==> config.mk <==
export PLATFORM = sky130hd
export DESIGN_NAME = cdb_broadcaster
export DESIGN_NICKNAME = d
export VERILOG_FILES = /design/src/rtl/cdb_broadcaster.sv
export SDC_FILE = /design/constraint.sdc
export NUM_CORES = 1
export LEC_CHECK = 0
export CORE_MARGIN = 2
export CORE_UTILIZATION = 59
export CTS_CLUSTER_DIAMETER = 30
export CTS_CLUSTER_SIZE = 16
export DETAILED_ROUTE_END_ITERATION = 12
export PLACE_DENSITY = 0.95
export SKIP_CTS_REPAIR_TIMING = 1
export SYNTH_ARGS = -nofsm -noshare
export SYNTH_HDL_FRONTEND = slang
export SYNTH_SLANG_ARGS = --single-unit
==> constraint.sdc <==
create_clock -name clk -period 12.1 [get_ports clk]
set_clock_uncertainty 0.15 [all_clocks]
set_input_delay 2.42 -clock clk [delete_from_list [all_inputs] [get_ports clk]]
set_output_delay 2.42 -clock clk [all_outputs]
set_load 0.005 [all_outputs]
==> src/rtl/cdb_broadcaster.sv <==
`default_nettype none
// +--------------------------------------------------------------------------+
// | Module      : cdb_broadcaster                                            |
// | Description : Producer side of the common data bus. Each functional-unit |
// |               source feeds a small FIFO through a valid/ready handshake; |
// |               one buffered result per cycle is chosen and broadcast on   |
// |               a registered CDB port.                                     |
// | Ports       : clk, rst (async, active-low), flush (sync)                 |
// |               rob_head_idx        - ROB head used for age ordering       |
// |               src_valid/src_ready - per-source handshake                 |
// |               src_rob_idx/src_rd_addr/src_data - packed per-source data  |
// |               cdb_valid/cdb_src_id/cdb_rob_idx/cdb_rd_addr/cdb_data      |
// |                                   - registered broadcast                 |
// | Config      : define CDB_RR_ARB_EN for round-robin arbitration instead   |
// |               of oldest-first (ROB age) arbitration.                     |
// | Revision    : 1.0 - initial release                                      |
// +--------------------------------------------------------------------------+
module cdb_broadcaster #(
  parameter int NUM_SRC        = 4,
  parameter int FIFO_DEPTH     = 2,
  parameter int DATA_WIDTH     = 32,
  parameter int ROB_IDX_WIDTH  = 5,
  parameter int REG_ADDR_WIDTH = 5,
  localparam int SRC_W         = (NUM_SRC > 1) ? $clog2(NUM_SRC) : 1
) (
  input  logic                               clk,
  input  logic                               rst,
  input  logic                               flush,
  input  logic [ROB_IDX_WIDTH-1:0]           rob_head_idx,
  input  logic [NUM_SRC-1:0]                 src_valid,
  output logic [NUM_SRC-1:0]                 src_ready,
  input  logic [NUM_SRC*ROB_IDX_WIDTH-1:0]   src_rob_idx,
  input  logic [NUM_SRC*REG_ADDR_WIDTH-1:0]  src_rd_addr,
  input  logic [NUM_SRC*DATA_WIDTH-1:0]      src_data,
  output logic                               cdb_valid,
  output logic [SRC_W-1:0]                   cdb_src_id,
  output logic [ROB_IDX_WIDTH-1:0]           cdb_rob_idx,
  output logic [REG_ADDR_WIDTH-1:0]          cdb_rd_addr,
  output logic [DATA_WIDTH-1:0]              cdb_data
);

  localparam int PTR_W   = (FIFO_DEPTH > 1) ? $clog2(FIFO_DEPTH) : 1;
  localparam int CNT_W   = PTR_W + 1;
  localparam int ENTRY_W = ROB_IDX_WIDTH + REG_ADDR_WIDTH + DATA_WIDTH;

  // Per-source FIFO head view, consumed by the arbiter and the CDB registers.
  logic [NUM_SRC-1:0]        nonempty;
  logic [ROB_IDX_WIDTH-1:0]  head_rob  [NUM_SRC];
  logic [REG_ADDR_WIDTH-1:0] head_rd   [NUM_SRC];
  logic [DATA_WIDTH-1:0]     head_data [NUM_SRC];

  logic                      grant_valid;
  logic [SRC_W-1:0]          grant_id;

  // --------------------------------------------------------------------------
  // Per-source FIFOs
  // --------------------------------------------------------------------------
  for (genvar i = 0; i < NUM_SRC; i++) begin : g_src
    logic [ENTRY_W-1:0] mem [FIFO_DEPTH];
    logic [PTR_W-1:0]   wr_ptr;
    logic [PTR_W-1:0]   rd_ptr;
    logic [CNT_W-1:0]   count;
    logic               push;
    logic               pop;
    logic [ENTRY_W-1:0] head;

    // Ready comes straight from the count flop: a full FIFO refuses a push
    // even in a cycle where it is also being popped.
    assign src_ready[i] = (count != CNT_W'(FIFO_DEPTH));
    assign push         = src_valid[i] && src_ready[i] && !flush;
    assign pop          = grant_valid && (grant_id == SRC_W'(i)) && !flush;

    always_ff @(posedge clk or negedge rst) begin
      if (!rst) begin
        wr_ptr <= '0;
        rd_ptr <= '0;
        count  <= '0;
      end else if (flush) begin
        wr_ptr <= '0;
        rd_ptr <= '0;
        count  <= '0;
      end else begin
        if (push) wr_ptr <= wr_ptr + PTR_W'(1);
        if (pop)  rd_ptr <= rd_ptr + PTR_W'(1);
        case ({push, pop})
          2'b10:   count <= count + CNT_W'(1);
          2'b01:   count <= count - CNT_W'(1);
          default: count <= count;
        endcase
      end
    end

    // Storage needs no reset: validity is tracked entirely by count.
    always_ff @(posedge clk) begin
      if (push) begin
        mem[wr_ptr] <= {src_rob_idx[i*ROB_IDX_WIDTH +: ROB_IDX_WIDTH],
                        src_rd_addr[i*REG_ADDR_WIDTH +: REG_ADDR_WIDTH],
                        src_data[i*DATA_WIDTH +: DATA_WIDTH]};
      end
    end

    assign head         = mem[rd_ptr];
    assign nonempty[i]  = (count != '0);
    assign head_rob[i]  = head[ENTRY_W-1 -: ROB_IDX_WIDTH];
    assign head_rd[i]   = head[DATA_WIDTH +: REG_ADDR_WIDTH];
    assign head_data[i] = head[DATA_WIDTH-1:0];
  end

  // --------------------------------------------------------------------------
  // Arbitration
  // --------------------------------------------------------------------------
`ifdef CDB_RR_ARB_EN
  logic [SRC_W-1:0] rr_ptr;
  logic             unused_rob_head;

  // Age is irrelevant in round-robin mode.
  assign unused_rob_head = ^rob_head_idx;

  // Scan offsets from the highest down so the smallest offset from the
  // pointer (first non-empty source at or after it) is the last writer.
  always_comb begin
    int idx;
    grant_valid = 1'b0;
    grant_id    = '0;
    idx         = 0;
    for (int k = NUM_SRC - 1; k >= 0; k--) begin
      idx = int'(rr_ptr) + k;
      if (idx >= NUM_SRC) idx = idx - NUM_SRC;
      if (nonempty[idx]) begin
        grant_valid = 1'b1;
        grant_id    = SRC_W'(idx);
      end
    end
  end

  always_ff @(posedge clk or negedge rst) begin
    if (!rst) begin
      rr_ptr <= '0;
    end else if (flush) begin
      rr_ptr <= '0;
    end else if (grant_valid) begin
      rr_ptr <= (grant_id == SRC_W'(NUM_SRC - 1)) ? '0 : grant_id + SRC_W'(1);
    end
  end
`else
  // Oldest-first: age is the modular distance from the ROB head. A strict
  // less-than keeps the lowest source index on equal age.
  always_comb begin
    logic [ROB_IDX_WIDTH-1:0] age;
    logic [ROB_IDX_WIDTH-1:0] best_age;
    grant_valid = 1'b0;
    grant_id    = '0;
    age         = '0;
    best_age    = '0;
    for (int k = 0; k < NUM_SRC; k++) begin
      age = head_rob[k] - rob_head_idx;
      if (nonempty[k] && (!grant_valid || (age < best_age))) begin
        grant_valid = 1'b1;
        grant_id    = SRC_W'(k);
        best_age    = age;
      end
    end
  end
`endif

  // --------------------------------------------------------------------------
  // Registered CDB port; payload holds when nothing is granted.
  // --------------------------------------------------------------------------
  always_ff @(posedge clk or negedge rst) begin
    if (!rst) begin
      cdb_valid   <= 1'b0;
      cdb_src_id  <= '0;
      cdb_rob_idx <= '0;
      cdb_rd_addr <= '0;
      cdb_data    <= '0;
    end else if (flush) begin
      cdb_valid <= 1'b0;
    end else begin
      cdb_valid <= grant_valid;
      if (grant_valid) begin
        cdb_src_id  <= grant_id;
        cdb_rob_idx <= head_rob[grant_id];
        cdb_rd_addr <= head_rd[grant_id];
        cdb_data    <= head_data[grant_id];
      end
    end
  end

endmodule
`default_nettype wire
# Word-level counts from Yosys, hierarchy flattened
# Memory sizes are Yosys's and may differ from the RTL's.
# Cells that the tools add are included.
# W data, S select, Z words.
[classes] add_sub_neg=20 mul=0 n_div=0 order_cmp=4 eq_ne=15 shift=0 n_mux=52 bitwise_logic=2 n_reduce_logical=44
[op_table] operator="$bmux W32 S2" n=1
[op_table] operator="$mux W32" n=2
[op_table] operator="$mux W5" n=7
[op_table] operator="$mux W1" n=30
[op_table] operator="$reduce_bool A2 Y1" n=12
[op_table] operator="$bmux W5 S2" n=2
[op_table] operator="$sub A5 B5 Y5" n=4
[op_table] operator="$logic_and A1 B1 Y1" n=19
[op_table] operator="$pmux W2 S2" n=4
[op_table] operator="$lt A5 B5 Y1" n=3
[op_table] operator="$eq A2 B2 Y1 const B" n=6
[op_table] operator="$mux W2" n=6
[op_table] operator="$reduce_bool A3 Y1" n=4
[op_table] operator="$eq A2 B1 Y1 const B" n=5
[op_table] operator="$add A1 B1 Y1 const B" n=8
[op_table] operator="$add A2 B1 Y2 const B" n=4
[op_table] operator="$ne A2 B2 Y1 const B" n=4
[op_table] operator="$sub A2 B1 Y2 const B" n=4
[op_table] operator="$logic_not A1 Y1" n=4
[op_table] operator="$ge A3 B3 Y1 const B" n=1
[op_table] operator="$logic_or A1 B1 Y1" n=3
[op_table] operator="$not A2 Y3" n=1
[op_table] operator="$logic_not A2 Y1" n=1
[op_table] operator="$reduce_and A2 Y1" n=1
[op_table] operator="$not A1 Y1" n=1
[word_totals] reg_bits=61 latch_bits=0 ramBits=336 rom_bits=0 in_bits=180 elab_cells=158 memories=4
[memory_table] name="g_src[0].mem" words=2 word_bits=42 rd=1 rd_ports_with_merged_regs=0 wr=1 line="59" text="logic [ENTRY_W-1:0] mem [FIFO_DEPTH];"
[memory_table] name="g_src[1].mem" words=2 word_bits=42 rd=1 rd_ports_with_merged_regs=0 wr=1 line="59"
[memory_table] name="g_src[2].mem" words=2 word_bits=42 rd=1 rd_ports_with_merged_regs=0 wr=1 line="59"
[memory_table] name="g_src[3].mem" words=2 word_bits=42 rd=1 rd_ports_with_merged_regs=0 wr=1 line="59"

# Longest topological paths before layout
# Gate-level depths: netlist (run 1).
# An unclocked memory read counts as a cell.
[logic_depth] ltp_word=21 depth_mapped=39

# Worst setup path before layout (run 1)
# OpenSTA, ideal clock, no wires.
[synth_timing] kind="input port to flip-flop" start="in rob_head_idx[1]" end="reg cdb_data[10]" setup_time_ns=0.132 arrival_ns=8.952 required_ns=11.818 setup_slack_ns=2.866 path_stages=34 n_path_buf=6 path_cell_list="inv_1 > fa_1 > a21o_1 > a21oi_1 > xnor2_1 > nand2_1 > ha_1 > a21oi_1 > o221ai_1 > a21boi_2 > clkbuf_1 > clkbuf_1 > nand2_1 > o21a_1 > ha_1 > nand2_1 > o21ai_0 > a211o_1 > a21o_1 > clkbuf_1 > clkbuf_1 > nor2_1 > a21o_1 > ha_1 > nand2_1 > o21ai_0 > or3_1 > a31o_1 > a211oi_2 > nor2_1 > buf_2 > buf_4 > a221oi_2 > o21ai_1"
[synth_via] elab_chain_len=18 elab_cells_between_ends=29 cone_classes="add/sub: 4; order compare: 3; mux: 12; bitwise: 1; reduce/logical: 9"
[synth_lines] element="from (decl)" line="29" text="input logic [ROB_IDX_WIDTH-1:0] rob_head_idx,"
[synth_lines] element="$sub A5 B5 Y5" line="156" text="age = head_rob[k] - rob_head_idx;"
[synth_lines] element="$mux W5" line="157" text="if (nonempty[k] && (!grant_valid || (age < best_age))) begin"
[synth_lines] element="$lt A5 B5 Y1" line="157"
[synth_lines] element="$logic_or A1 B1 Y1" line="157"
[synth_lines] element="$logic_and A1 B1 Y1" line="157"
[synth_lines] element="$mux W5 / $mux W1 (equally long branches)" line="157"
[synth_lines] element="$lt A5 B5 Y1 / $logic_not A1 Y1 (equally long branches)" line="157"
[synth_lines] element="$logic_or A1 B1 Y1" line="157"
[synth_lines] element="$logic_and A1 B1 Y1" line="157"
[synth_lines] element="$mux W5 / $mux W1 (equally long branches)" line="157"
[synth_lines] element="$lt A5 B5 Y1 / $logic_not A1 Y1 (equally long branches)" line="157"
[synth_lines] element="$logic_or A1 B1 Y1" line="157"
[synth_lines] element="$logic_and A1 B1 Y1" line="157"
[synth_lines] element="$mux W2" line="157"
[synth_lines] element="$not A2 Y3 (implied by the code)" line="184" text="cdb_data <= head_data[grant_id];"
[synth_lines] element="$bmux W32 S2" line="184"
[synth_lines] element="$mux W32 (implied by the code) (2 in series)" line="184"
[synth_lines] element="to (signal assigned)" line="184"
[synth_lines] element="to (decl)" line="39" text="output logic [DATA_WIDTH-1:0] cdb_data"
# Parallel ways exist; a longest one is shown, timed or not. The select of a mux whose other input is x is not followed.
# A chain may end at the register's enable or synchronous reset.

# Worst setup path in the final report (run 1)
[layout_timing] start="in rob_head_idx[0]" end="reg cdb_data[11]"
# The elaborated chain is that of the path after synthesis.

==> metrics.md, run 1 <==
| Metric | Value |
|---|---|
| Power Internal | `3.65 mW` |
| Synth Register Bits | `397` |
| NetSw | `2.14 mW` |
| Final Cell Area | `21600 um2` |
| Hold path start | `cdb_data[19]` |
| CTS tree | `done` |
| Fill cells | `1515` |
| Cells after Synth | `1113` |
| Max FO, Critical Path | `41` |
| Crit Reg-Reg Startpoint | `g_src[1].rd_ptr` |
| Final antenna-violating net count | `0` |
| Hold Vio Cnt, Final | `0` |
| Total chip power | `5.79 mW` |
| Pwr/cell area | `268 nW/um2` |
| WHS Endpoint | `cdb_data[19]` |
| Die height | `172 um` |
| Mapped Area | `16700 um2` |
| Synth area leaders | `edfxtp_1, dfrtp_1, mux2i_1` |
| Post-layout nets | `1575` |
| All-Layer GR Usage | `30.7%` |
| Port Buffers | `228` |
| Flop-to-flop setup slack | `3.10 ns` |
| Initial Util | `60.1%` |
| Netlist cell types | `54` |
| Worst hold path class | `reg -> reg` |
| Status | `complete, no violations` |
| Overflow after GRT | `0` |
| VDD IR max | `0.000281 V` |
| Post-synth EDFFs | `336` |
| Final slew viol count | `0` |
| Final Worst Setup Slack | `1.98 ns` |
| Min cycle time layout | `10.12 ns` |
| Die Area | `29700 um2` |
| Gate power share | `38.3%` |
| Vias in the first global route | `11800` |
| Worst-Skew Late Latency | `0.57 ns` |
| Top achievable clock speed | `98.8 MHz` |
| Maxcap violations | `0` |
| Half-perimeter wire length after placement | `27800 um` |
| Residual DRC | `0` |
| Synth top area share | `60.3%` |
| I/O pin cnt | `229` |
| CORE AREA | `27900 um2` |
| Clock buffer depth | `3` |
| Routed WL | `45000 um` |
| CP dominant cell by count | `a21oi_1` |
| Async set or reset register ratio after synthesis | `15.4%` |
| Clock root cell | `clkbuf_16` |
| WS Path Type | `in -> reg` |
| Worst setup SP type | `primary input` |
| 1st-iter DRT viols | `1176` |
| Largest net degree at the start of global routing | `62` |
| Initial antenna violation count | `3` |
| Worst reg2reg endpoint | `cdb_data[11]` |
| Post-synth top area cell | `edfxtp_1` |
| Slowest CP cell | `a21oi_1` |
| Min-Delay Path Depth | `2` |
| Via density | `6.22` |
| Pre-CTS setup slack | `1.59 ns` |
| Crit path arrival time | `10.40 ns` |
| Worst reg2reg path depth | `29` |
| Post-synthesis sequential area ratio | `69.4%` |
| Clock Power Share | `30.4%` |
| Count leader, synth | `edfxtp_1` |
| RSZ-0062 raised after global routing | `no` |
| Setup violators final | `0` |
| Final Cycle Share | `83.7%` |
| Clk slew on worst S/H paths | `0.06 ns` |
| CTS H-tree depth | `2` |
| Dominant synthesized flop cell | `edfxtp_1` |
| CP Data Required Time | `12.37 ns` |
| Yosys warns | `0` |
| Worst setup EP type | `flip-flop` |
| LEAKAGE | `7.52 nW` |
| Area post-placement | `19500 um2` |
| Reg power frac | `31.4%` |
| TritonRoute pass-1 iters | `6` |
| CTS Buf Count | `61` |
| DR vias | `11200` |
| Switching Share | `36.9%` |
| Clock net sink count | `397` |
| Chip Width | `172 um` |
| Global-route wire length before repair | `67100 um` |
| Area Growth Syn to Fin | `29.0%` |
| Synthesized area per cell | `15.0 um2` |
| Wirelength per Cell | `25.1 um` |
| Routability cong. | `0.912` |
| Std-Cell Rows | `61` |
| Max incr delay on CP | `0.67 ns` |
| Max_slew headroom | `23.3%` |
| Share of cells above drive strength 1 | `15.7%` |
| Synth top cells by count | `edfxtp_1, mux2i_1, a21oi_1` |
| Worst slew pin tran | `1.15 ns` |
| Net count after synthesis | `1325` |
| Fin Setup TNS | `0 ns` |
-- flip-flops by register name, summed over array words and instances (netlist names) --
register      flops
g_src.rd_ptr      4
cdb_src_id        2
g_src.wr_ptr      4
cdb_data         32
cdb_valid         1
cdb_rd_addr       5
g_src.count       8
cdb_rob_idx       5
g_src.mem       336
-- power by group through the flow --
stage / Sequential (mW) / Clock (mW) / Combinational, mW
2_1_floorplan: 1.79 / 0 / 1.48
5_1_grt: 1.83 / 1.83 / 2.38
3_3_place_gp: 1.83 / 0 / 2.04
3_5_place_dp: 1.83 / 0 / 2.13
4_1_cts: 1.81 / 1.77 / 2.20
6_report: 1.82 / 1.76 / 2.22
-- per-layer routing --
| metal | share of wire [%] | GRT usage [%] | vias to the layer above |
|---|---|---|---|
| met1 | 36 | 37.2 | 5518 |
| met3 | 9.5 | 6.45 | 135 |
| met2 | 51 | 53.4 | 685 |
| met4 | 3.7 | 13.1 | 0 |
| li1 | - | - | 4825 |
| met5 | 0 | 0 | - |
-- worst max-delay path: cells and delay by family --
| kind | cells | cell delay [ns] |
|---|---|---|
| adder cells (fa/ha/maj) | 5 | 1.53 |
| XOR/XNOR | 1 | 0.17 |
| AO/OA/AOI/OAI | 17 | 4.36 |
| AND/OR/NAND/NOR | 4 | 0.68 |
| buffers and inverters | 3 | 1.20 |
-- area by class of cell --
class                      count  area (um2)  share of cell area [%]
sequential                   397       11600                    53.9
antenna                        2        5.00                  0.0232
timing repair buffer         253        2470                    11.4
inverter                      12        45.0                   0.209
clock buffer                  67        1600                    7.42
multi-input combinational    638        4860                    22.5
tap                          378         473                    2.19
clock inverter                49         509                    2.36
-- how the worst max path moves through the flow --
stage,startpoint,end,slack (ns),cells past startpoint
2_1_floorplan,rob_head_idx[1],cdb_data[10],2.87,34
3_3_place_gp,rob_head_idx[0],g_src[1].count[0],1.80,31
3_5_place_dp,rob_head_idx[0],g_src[1].count[0],1.59,30
4_1_cts,rob_head_idx[0],cdb_data[11],2.09,30
5_1_grt,rob_head_idx[0],g_src[1].count[0],1.41,31
6_report,rob_head_idx[0],cdb_data[11],1.98,30
-- metrics by stage --
step	hold WS [ns]	utilization [%]	cells
6_report	0.357	77.5	1796
4_1_cts	0.358	77.4	1794
3_5_place_dp	0.342	69.9	1678
2_1_floorplan	0.323	-	1113
3_3_place_gp	0.342	69.9	1678
5_1_grt	0.379	77.4	1795
-- logic make-up after synthesis --
| logic type | after synthesis | synth area share [%] |
|---|---|---|
| AO/OA/AOI/OAI | 236 | 10.0 |
| AND/OR/NAND/NOR | 211 | 6.31 |
| XOR/XNOR | 26 | 1.36 |
| adder cells (fa/ha/maj) | 32 | 2.57 |
| buffers and inverters | 78 | 1.99 |
| multiplexers | 133 | 8.32 |
| flip-flops | 397 | 69.4 |
-- placed cells by master, fill, tap and decap left out, types with 40 or more instances in the layout --
master / n
nor3_1: 40
mux2_2: 49
nand2_1: 63
clkdlybuf4s50_1: 227
a21oi_1: 70
clkbuf_16: 63
mux2i_1: 84
dfrtp_1: 57
edfxtp_1: 336
Note: power is estimated with default switching activity, not from simulation.
==> inputs of run 2 (changes only) <==
--- a/config.mk
+++ b/config.mk
@@ -6,11 +6,11 @@
 export NUM_CORES = 1
 export LEC_CHECK = 0
 export CORE_MARGIN = 2
-export CORE_UTILIZATION = 59
+export CORE_UTILIZATION = 55
 export CTS_CLUSTER_DIAMETER = 30
 export CTS_CLUSTER_SIZE = 16
 export DETAILED_ROUTE_END_ITERATION = 12
-export PLACE_DENSITY = 0.95
+export PLACE_DENSITY = 0.91
 export SKIP_CTS_REPAIR_TIMING = 1
 export SYNTH_ARGS = -nofsm -noshare
 export SYNTH_HDL_FRONTEND = slang
==> constraint.sdc (replaced) <==
create_clock -name clk -period 9.6 [get_ports clk]
set_clock_uncertainty 0.15 [all_clocks]
set_input_delay 1.92 -clock clk [delete_from_list [all_inputs] [get_ports clk]]
set_output_delay 1.92 -clock clk [all_outputs]
set_load 0.005 [all_outputs]
==> run 2 against run 1 <==
Die area is 7.1% higher. Core utilization down 3.5 points. Clock power grew 47%. Wire length is 0.42% lower. Global-route usage shrank 2.7 points. Largest power group unchanged. Cell count is 1.9% higher. First-iteration DRC count fell by 13%. Worst setup slack lost 1.4 ns. Cell area increased by 2.2%. Sequential cell count unchanged. Critical endpoint is now cdb_rd_addr[1]. Sequential share of layout area decreased by 1.1 points.
==> metrics.md, run 2 (same netlist as run 1, synthesis figures left out) <==
| Metric | Value |
|---|---|
| Max FFs per register | `336` |
| VDD IR max | `0.000308 V` |
| Clock buffer depth | `3` |
| Half-perimeter wire length after placement | `27500 um` |
| WS Path Type | `in -> reg` |
| 1st-iter DRT viols | `1018` |
| Clock net sink count | `397` |
| Worst setup SP type | `primary input` |
| All-Layer GR Usage | `28.0%` |
| Min-Delay Path Depth | `2` |
| Flop-to-flop setup slack | `0.86 ns` |
| Most frequent cells in the layout | `edfxtp_1, clkdlybuf4s50_1, mux2i_1` |
| Share of cells above drive strength 1 | `16.9%` |
| Min cycle time layout | `9.03 ns` |
| Crit path arrival time | `9.28 ns` |
| Largest net degree at the start of global routing | `86` |
| Final antenna-violating net count | `0` |
| CORE AREA | `29800 um2` |
| CTS Buf Count | `75` |
| Biggest regs | `g_src.mem x336, cdb_data x32, g_src.count x8` |
| Global-route wire length before repair | `65900 um` |
| Worst-Skew Late Latency | `0.56 ns` |
| Worst hold path class | `reg -> reg` |
| Die Area | `31800 um2` |
| Maxcap violations | `0` |
| LEAKAGE | `7.71 nW` |
| Register bank with the most flops | `g_src.mem` |
| Final Cycle Share | `94.1%` |
| Std-Cell Rows | `63` |
| Top achievable clock speed | `111 MHz` |
| Hold Vio Cnt, Final | `0` |
| Residual DRC | `0` |
| Port Buffers | `228` |
| Worst setup EP type | `flip-flop` |
| Chip Width | `178 um` |
| Die height | `178 um` |
| Clk slew on worst S/H paths | `0.05 ns` |
| Multi-input logic area | `4860 um2` |
| Final slew viol count | `0` |
| Commonest non-fill, non-tap cell in the layout | `edfxtp_1` |
| CTS H-tree depth | `3` |
| Routability cong. | `0.896` |
| RSZ-0062 raised after global routing | `no` |
| Max incr delay on CP | `0.59 ns` |
| Initial antenna violation count | `4` |
| Setup violators final | `0` |
| WHS Endpoint | `cdb_data[28]` |
| Area Growth Syn to Fin | `31.8%` |
| Crit Reg-Reg Startpoint | `g_src[0].rd_ptr` |
| Worst reg2reg path depth | `31` |
| TritonRoute pass-1 iters | `5` |
| Slowest CP cell | `clkdlybuf4s50_1` |
| Routed WL | `44800 um` |
| Status | `complete, no violations` |
| Pwr/cell area | `349 nW/um2` |
| Final Worst Setup Slack | `0.566 ns` |
| Initial Util | `56.1%` |
| CP Data Required Time | `9.84 ns` |
| CP dominant cell by count | `a21oi_1` |
| Max FO, Critical Path | `20` |
| CTS tree | `done` |
| Wirelength per Cell | `24.5 um` |
| Fin Setup TNS | `0 ns` |
| Vias in the first global route | `11700` |
| Hold path start | `cdb_data[28]` |
| Via density | `6.09` |
| Pre-CTS setup slack | `0.151 ns` |
| Seq. cell area | `11600 um2` |
| I/O pin cnt | `229` |
| Post-layout nets | `1588` |
| Max_slew headroom | `33.9%` |
| DR vias | `11100` |
| Clock root cell | `clkbuf_16` |
| Overflow after GRT | `0` |
| Fill cells | `1724` |
| Worst reg2reg endpoint | `cdb_rd_addr[1]` |
| Worst slew pin tran | `0.992 ns` |
-- run 2: how the worst max path moves through the flow --
stage / start / to / slack, ns / cells after the start
after floorplan: rob_head_idx[1] / cdb_data[10] / 0.87 / 34
after global placement: rob_head_idx[0] / cdb_rd_addr[1] / 0.50 / 31
after detailed placement: rob_head_idx[0] / cdb_rd_addr[1] / 0.15 / 31
after CTS: rob_head_idx[0] / cdb_rd_addr[1] / 0.62 / 31
after global routing: rob_head_idx[0] / cdb_rd_addr[1] / 0.20 / 31
final: rob_head_idx[0] / cdb_rd_addr[1] / 0.57 / 31
-- run 2: where the power goes --
group	switching, mW	internal [mW]
Sequential	0.185	2.13
Combinational	1.66	1.14
Clock	0.899	1.68
-- run 2: area by class of cell --
class,count,area share (%)
multi-input combinational,638,22.0
clock buffer,86,8.93
tap,390,2.21
clock inverter,53,2.57
sequential,397,52.7
inverter,12,0.204
antenna,2,0.0227
timing repair buffer,252,11.3
-- run 2: critical path, delay by kind of cell --
kind / cells / cell delay, ns
compound gates: 17 / 4.00
fa+ha+maj: 5 / 1.48
buf+inv: 3 / 0.87
simple gates: 5 / 0.82
xor+xnor: 1 / 0.14
-- run 2: per-stage QoR --
stage | util (%) | power, mW | area (um2) | instances | hold WS (ns)
floorplan | - | 4.13 | 16700 | 1113 | 0.323
global placement | 65.5 | 4.95 | 19500 | 1689 | 0.319
detailed placement | 65.5 | 5.05 | 19500 | 1689 | 0.328
CTS | 74.0 | 7.69 | 22000 | 1828 | 0.338
global route | 74.0 | 8.02 | 22000 | 1829 | 0.369
finish | 74.0 | 7.69 | 22100 | 1830 | 0.339
-- run 2: metal layers --
layer	track usage (%)	part of all wire, %	vias up	routed length, um
li1	-	-	4859	-
met1	34.1	37	5536	16500
met2	48.6	51	614	23100
met3	5.86	8.3	132	3730
met4	11.8	3.4	4	1510
met5	0	0.062	-	28
